$ cat config.mk
export PLATFORM = sky130hd
export DESIGN_NAME = timer_match_unit_flat
export DESIGN_NICKNAME = d
export VERILOG_FILES = /design/src/rtl/timer_match_unit_if.sv /design/src/rtl/timer_match_unit.sv /design/src/flat_wrapper.sv
export SDC_FILE = /design/constraint.sdc
export NUM_CORES = 1
export LEC_CHECK = 0
export ABC_AREA = 1
export BUFFER_PORTS_ARGS = -buffer_cell sky130_fd_sc_hd__buf_2
export CAP_MARGIN = 20
export CORE_MARGIN = 1
export CORE_UTILIZATION = 53
export CTS_CLUSTER_SIZE = 20
export DETAILED_ROUTE_END_ITERATION = 16
export GPL_TIMING_DRIVEN = 0
export PLACE_DENSITY = 0.84
export SLEW_MARGIN = 0
export SYNTH_ARGS = -nofsm -noshare
export SYNTH_HDL_FRONTEND = slang
export SYNTH_SLANG_ARGS = --single-unit
$ cat constraint.sdc
create_clock -name clk -period 3.4 [get_ports clk]
set_clock_uncertainty 0.05 [all_clocks]
set_input_delay 0.51 -clock clk [delete_from_list [all_inputs] [get_ports clk]]
set_output_delay 0.51 -clock clk [all_outputs]
set_load 0.02 [all_outputs]
$ cat src/rtl/timer_match_unit_if.sv
// timer_match_unit_if: groups the configuration, control, counter-side and
// interrupt signals of the timer compare stage. The master side configures
// the timer and closes the loop through the external counter. The slave
// side is the compare stage itself.
interface timer_match_unit_if #(
   parameter int DATA_WIDTH = 16,
   parameter int PSC_WIDTH  = 8
);
   logic                  cfg_we;
   logic [DATA_WIDTH-1:0] cfg_cmp;
   logic [DATA_WIDTH-1:0] cfg_reload;
   logic [PSC_WIDTH-1:0]  cfg_psc;
   logic                  cfg_oneshot;
   logic                  start;
   logic                  stop;
   logic [DATA_WIDTH-1:0] cnt_q;
   logic                  cnt_ce;
   logic                  cnt_pe;
   logic [DATA_WIDTH-1:0] cnt_d;
   logic                  irq;
   logic                  irq_ack;
   logic                  running;
   logic [7:0]            ovr_cnt;

   modport master (
      output cfg_we, cfg_cmp, cfg_reload, cfg_psc, cfg_oneshot,
      output start, stop, irq_ack, cnt_q,
      input  cnt_ce, cnt_pe, cnt_d, irq, running, ovr_cnt
   );

   modport slave (
      input  cfg_we, cfg_cmp, cfg_reload, cfg_psc, cfg_oneshot,
      input  start, stop, irq_ack, cnt_q,
      output cnt_ce, cnt_pe, cnt_d, irq, running, ovr_cnt
   );
endinterface

$ cat src/rtl/timer_match_unit.sv
// timer_match_unit: prescaled control and compare stage for an external
// load/enable up-counter. It drives the counter's count-enable and
// parallel-load, then raises a level interrupt on a compare match. The
// interrupt stays high until it is acknowledged. The timer runs in periodic
// (auto-reload) or one-shot mode.
// Optional feature macro: TIMER_MATCH_OVR_EN adds a saturating count of
// matches lost while the interrupt was still pending.
module timer_match_unit #(
   parameter int DATA_WIDTH = 16,
   parameter int PSC_WIDTH  = 8
) (
   input logic               clk,
   input logic               rstn,
   timer_match_unit_if.slave bus
);

   typedef enum logic [1:0] {
      IDLE = 2'd0,
      LOAD = 2'd1,
      RUN  = 2'd2
   } state_t;

   state_t                state_q, state_d;
   logic [PSC_WIDTH-1:0]  psc_cnt_q, psc_cnt_d;
   logic [DATA_WIDTH-1:0] cmp_q, reload_q;
   logic [PSC_WIDTH-1:0]  psc_q;
   logic                  oneshot_q;
   logic                  irq_q, irq_d;
   logic                  tick, match;

   // A tick is one prescaled count slot. A match is a tick that finds the counter at the compare value.
   assign tick  = (state_q == RUN) && (psc_cnt_q == psc_q);
   assign match = tick && (bus.cnt_q == cmp_q);

   assign bus.cnt_ce  = tick && !match;
   assign bus.cnt_pe  = (state_q == LOAD) || (match && !oneshot_q);
   assign bus.cnt_d   = reload_q;
   assign bus.running = (state_q != IDLE);
   assign bus.irq     = irq_q;

   // Configuration registers: a write becomes visible the cycle after the strobe.
   always_ff @(posedge clk or negedge rstn) begin
      if (!rstn) begin
         cmp_q     <= '1;
         reload_q  <= '0;
         psc_q     <= '0;
         oneshot_q <= 1'b0;
      end else if (bus.cfg_we) begin
         cmp_q     <= bus.cfg_cmp;
         reload_q  <= bus.cfg_reload;
         psc_q     <= bus.cfg_psc;
         oneshot_q <= bus.cfg_oneshot;
      end
   end

   // Next-state logic: stop overrides everything, start (re)arms through LOAD, and a one-shot match drops back to IDLE.
   always_comb begin
      state_d   = state_q;
      psc_cnt_d = psc_cnt_q;
      case (state_q)
         IDLE: begin
            psc_cnt_d = '0;
            if (bus.start) state_d = LOAD;
         end
         LOAD: begin
            psc_cnt_d = '0;
            state_d   = RUN;
         end
         RUN: begin
            psc_cnt_d = tick ? '0 : psc_cnt_q + PSC_WIDTH'(1);
            if (bus.start) begin
               state_d = LOAD;
            end else if (match && oneshot_q) begin
               state_d = IDLE;
            end
         end
         default: begin
            state_d   = IDLE;
            psc_cnt_d = '0;
         end
      endcase
      if (bus.stop) state_d = IDLE;
   end

   // Timer state and prescaler registers.
   always_ff @(posedge clk or negedge rstn) begin
      if (!rstn) begin
         state_q   <= IDLE;
         psc_cnt_q <= '0;
      end else begin
         state_q   <= state_d;
         psc_cnt_q <= psc_cnt_d;
      end
   end

   // A match sets the interrupt. An acknowledge clears it, except when a match arrives in the same cycle.
   assign irq_d = match | (irq_q & ~bus.irq_ack);

   // Interrupt level register.
   always_ff @(posedge clk or negedge rstn) begin
      if (!rstn) irq_q <= 1'b0;
      else       irq_q <= irq_d;
   end

`ifdef TIMER_MATCH_OVR_EN
   logic [7:0] ovr_q, ovr_d;

   // Overrun count: matches that hit an unacknowledged interrupt, saturating at 255 and cleared by an acknowledge.
   always_comb begin
      ovr_d = ovr_q;
      if (bus.irq_ack) begin
         ovr_d = '0;
      end else if (match && irq_q && (ovr_q != 8'hFF)) begin
         ovr_d = ovr_q + 8'd1;
      end
   end

   // Overrun counter register.
   always_ff @(posedge clk or negedge rstn) begin
      if (!rstn) ovr_q <= '0;
      else       ovr_q <= ovr_d;
   end

   assign bus.ovr_cnt = ovr_q;
`else
   assign bus.ovr_cnt = 8'd0;
`endif

endmodule
$ cat src/flat_wrapper.sv
// flat-port wrapper written by rule: the top's interface ports become plain ports
module timer_match_unit_flat 
#(
   parameter int DATA_WIDTH = 16,
   parameter int PSC_WIDTH  = 8
)
  (clk, rstn, bus_cfg_we, bus_cfg_cmp, bus_cfg_reload, bus_cfg_psc, bus_cfg_oneshot, bus_start, bus_stop, bus_irq_ack, bus_cnt_q, bus_cnt_ce, bus_cnt_pe, bus_cnt_d, bus_irq, bus_running, bus_ovr_cnt);
  timer_match_unit_if #(.DATA_WIDTH(DATA_WIDTH), .PSC_WIDTH(PSC_WIDTH)) bus_i ();
  input logic clk;
  input logic rstn;
  input wire logic [$bits(bus_i.cfg_we)-1:0] bus_cfg_we;
  input wire logic [$bits(bus_i.cfg_cmp)-1:0] bus_cfg_cmp;
  input wire logic [$bits(bus_i.cfg_reload)-1:0] bus_cfg_reload;
  input wire logic [$bits(bus_i.cfg_psc)-1:0] bus_cfg_psc;
  input wire logic [$bits(bus_i.cfg_oneshot)-1:0] bus_cfg_oneshot;
  input wire logic [$bits(bus_i.start)-1:0] bus_start;
  input wire logic [$bits(bus_i.stop)-1:0] bus_stop;
  input wire logic [$bits(bus_i.irq_ack)-1:0] bus_irq_ack;
  input wire logic [$bits(bus_i.cnt_q)-1:0] bus_cnt_q;
  output wire logic [$bits(bus_i.cnt_ce)-1:0] bus_cnt_ce;
  output wire logic [$bits(bus_i.cnt_pe)-1:0] bus_cnt_pe;
  output wire logic [$bits(bus_i.cnt_d)-1:0] bus_cnt_d;
  output wire logic [$bits(bus_i.irq)-1:0] bus_irq;
  output wire logic [$bits(bus_i.running)-1:0] bus_running;
  output wire logic [$bits(bus_i.ovr_cnt)-1:0] bus_ovr_cnt;
  assign bus_i.cfg_we = bus_cfg_we;
  assign bus_i.cfg_cmp = bus_cfg_cmp;
  assign bus_i.cfg_reload = bus_cfg_reload;
  assign bus_i.cfg_psc = bus_cfg_psc;
  assign bus_i.cfg_oneshot = bus_cfg_oneshot;
  assign bus_i.start = bus_start;
  assign bus_i.stop = bus_stop;
  assign bus_i.irq_ack = bus_irq_ack;
  assign bus_i.cnt_q = bus_cnt_q;
  assign bus_cnt_ce = bus_i.cnt_ce;
  assign bus_cnt_pe = bus_i.cnt_pe;
  assign bus_cnt_d = bus_i.cnt_d;
  assign bus_irq = bus_i.irq;
  assign bus_running = bus_i.running;
  assign bus_ovr_cnt = bus_i.ovr_cnt;
  timer_match_unit #(.DATA_WIDTH(DATA_WIDTH), .PSC_WIDTH(PSC_WIDTH)) u_core (.clk(clk), .rstn(rstn), .bus(bus_i));
endmodule
==> results.toml <==
[clocking]
post_cts_buffers = 0
clock-sinks = 52
insertion_delay_ns = 0.30
hold_buffers = 0
cts_max_level = 2
cts_buffers = 5
cts-root-buf = "clkbuf_8"
cts_tree = "yes"
cts_buffer_depth = 2
clk_pin_slew_ns = 0.09
post_cts_resized = 0

[detailed_routing]
ant_nets = 0
routed_wl_mm = 5.19
drcViolationCount = 0
routed_via_density = 4.88
routedWlPerCell_um = 12.1
first_pass_iters = 6
drt-initial-drc-count = 88
vias = 2087

[cells_and_area]
antennaDiodeCount = 0
drive_above_1_share_pct = 40.9
fillers = 379
syn2layout_area_growth_pct = 23.7
fin_area_um2 = 3190
fin_util_pct = 68.0
fin_nets = 437

[logic_synthesis]
async_reset_ff_share_pct = 100
synthDistinctLibCells = 26
synthCells = 277
yosysWarnings = 0
synth_edf_count = 0
ys_ff_latch = 52
yosysSeqAreaShare_pct = 51.2
synth_ff_type = "dfrtp_1"
synth.cell_area_um2 = 2580
postSynthAreaPerCell_um2 = 9.31

[worst_setup_path]
reg2regPathDepth = 8
startpoint_type = "flop"
critPathCaptureType = "primary output"
arrival_ns = 1.79
crit_required_ns = 2.84
crit_type = "reg2out"
worst-path-max-fanout = 2

[floorplan]
dieArea_um2 = 5150
coreArea_um2 = 4690
dieHeight_um = 71.8
io_pins = 91
fp.dieW_um = 71.8
initial_core_util_pct = 55.0
rows = 25

[placement]
gp_congestion = 0.873
dpl_cell_area_um2 = 3100
port_buffers = 81
post-dp-hpwl_mm = 4.10

[power_and_ir_drop]
power.density_nw_per_um2 = 412
worst_ir_drop_vdd_mv = 0.303
leakage_nw = 1.69

[sta]
rsz0062_at_grt = "false"
setup_viol = 0
hold_viol = 0
setup_tns_ns = 0
period_minus_slack_ns = 2.35
max_freq_ghz = 0.426
drv_slew = 0
post-route-period-util_pct = 69.1

[global_routing]
grt_pass1_vias = 2212
grt_pass1_wl_mm = 8.87
overflow = 0
grt.total_usage_pct = 22.0
antenna_found_initial = 0
grt_max_degree = 35

[flow_run]
maxCapViolations = 0

[outcome]
status = "finished, final reports clean"

[min_path]
hp-class = "in2async"
## layer usage
| layer | part of all wire (%) | up-vias | track usage (%) | routed length (um) |
|---|---|---|---|---|
| met5 | 0 | - | 0 | 0 |
| met4 | 1.1 | 0 | 8.06 | 56 |
| met3 | 7.6 | 10 | 6.89 | 392 |
| met2 | 51 | 70 | 39.4 | 2650 |
| met1 | 40 | 971 | 24.5 | 2080 |
| li1 | - | 1036 | - | - |
## power by group
group          internal [mW]  switching (mW)
Combinational          0.115           0.131
Sequential             0.682          0.0303
Clock                  0.163           0.195
Total                  0.960           0.356
## registers in the layout (all words and copies together) (netlist names)
name / flops
u_core.bus.cnt_d: 16
u_core.cmp_q: 16
u_core.psc_cnt_q: 8
u_core.psc_q: 8
u_core.state_q: 2
u_core.bus.irq: 1
u_core.oneshot_q: 1
## final cells by class
| type | instances | area [um2] | area share (%) |
|---|---|---|---|
| timing repair buffer | 82 | 425 | 13.3 |
| multi-input combinational | 175 | 1040 | 32.5 |
| clock inverter | 2 | 10.0 | 0.314 |
| clock buffer | 6 | 82.6 | 2.59 |
| sequential | 52 | 1320 | 41.4 |
| inverter | 43 | 161 | 5.06 |
| tap | 54 | 67.6 | 2.12 |
| buffer | 14 | 87.6 | 2.74 |
## layout by cell type (no fill, tap or decap), types with 12 or more instances in the layout
master and n:
buf_2 85, dfrtp_1 36, dfstp_2 16, inv_1 42, mux2_2 28, nand2_1 62
nand3_1 13, nor2_1 20, o21ai_0 17, xnor2_1 12
## final timing paths
| path | start | to | slack, ns |
|---|---|---|---|
| setup / recovery | u_core.cmp_q[7] | bus_cnt_pe | 1.05 |
| hold / removal | rstn | u_core.psc_q[5] | 0.09 |
| setup reg to reg | u_core.cmp_q[7] | u_core.state_q[1] | 1.93 |
| hold reg to reg | u_core.cmp_q[0] | u_core.cmp_q[0] | 0.46 |
| max in group asynchronous | rstn | u_core.cmp_q[11] | 2.62 |
| min in group clk | bus_irq_ack | u_core.bus.irq | 0.33 |
## metrics by stage
step | hold WS (ns) | instances | worst slack [ns] | power, mW
floorplan | 0.164 | 284 | 1.49 | 0.873
global placement | 0.427 | 419 | 1.26 | 0.957
detailed placement | 0.429 | 420 | 1.25 | 0.971
CTS | 0.100 | 428 | 1.04 | 1.33
global route | 0.118 | 428 | 0.931 | 1.37
finish | 0.0857 | 428 | 1.05 | 1.32
## synthesized netlist by cell type, types with 2 or more instances
master	instances	share of area (%)
inv_1	42	6.1
o21ai_0	17	3.3
nand3_1	13	2.5
buf_4	8	2.3
o21ai_1	3	0.58
buf_2	4	0.78
nor2_1	20	2.9
nor2_4	2	0.87
nand2_1	62	9.0
dfrtp_1	36	35
xnor2_1	12	4.1
mux2_2	28	12
nand3_2	2	0.78
dfstp_2	16	16
## cell families (layout without fill, tap and decap cells)
| kind of cell | count (synthesis) | after routing | share of synthesized area (%) |
|---|---|---|---|
| AO/OA/AOI/OAI | 22 | 22 | 4.36 |
| XOR/XNOR | 13 | 13 | 4.41 |
| adder cells (fa/ha/maj) | 1 | 1 | 0.485 |
| buffers and inverters | 57 | 147 | 9.65 |
| flip-flops | 52 | 52 | 51.2 |
| multiplexers | 28 | 28 | 12.2 |
| other | 1 | 8 | 0.145 |
| AND/OR/NAND/NOR | 103 | 103 | 17.5 |
## worst max-delay path: stages (launching register included)
cell     delay, ns
dfstp_2       0.54
xnor2_1       0.11
nand2_1       0.06
nor2_1        0.12
nand2_1       0.11
nor2_1        0.16
nand2_1       0.09
o21ai_1       0.12
buf_2         0.17
Note: power is estimated with default switching activity, not from simulation.
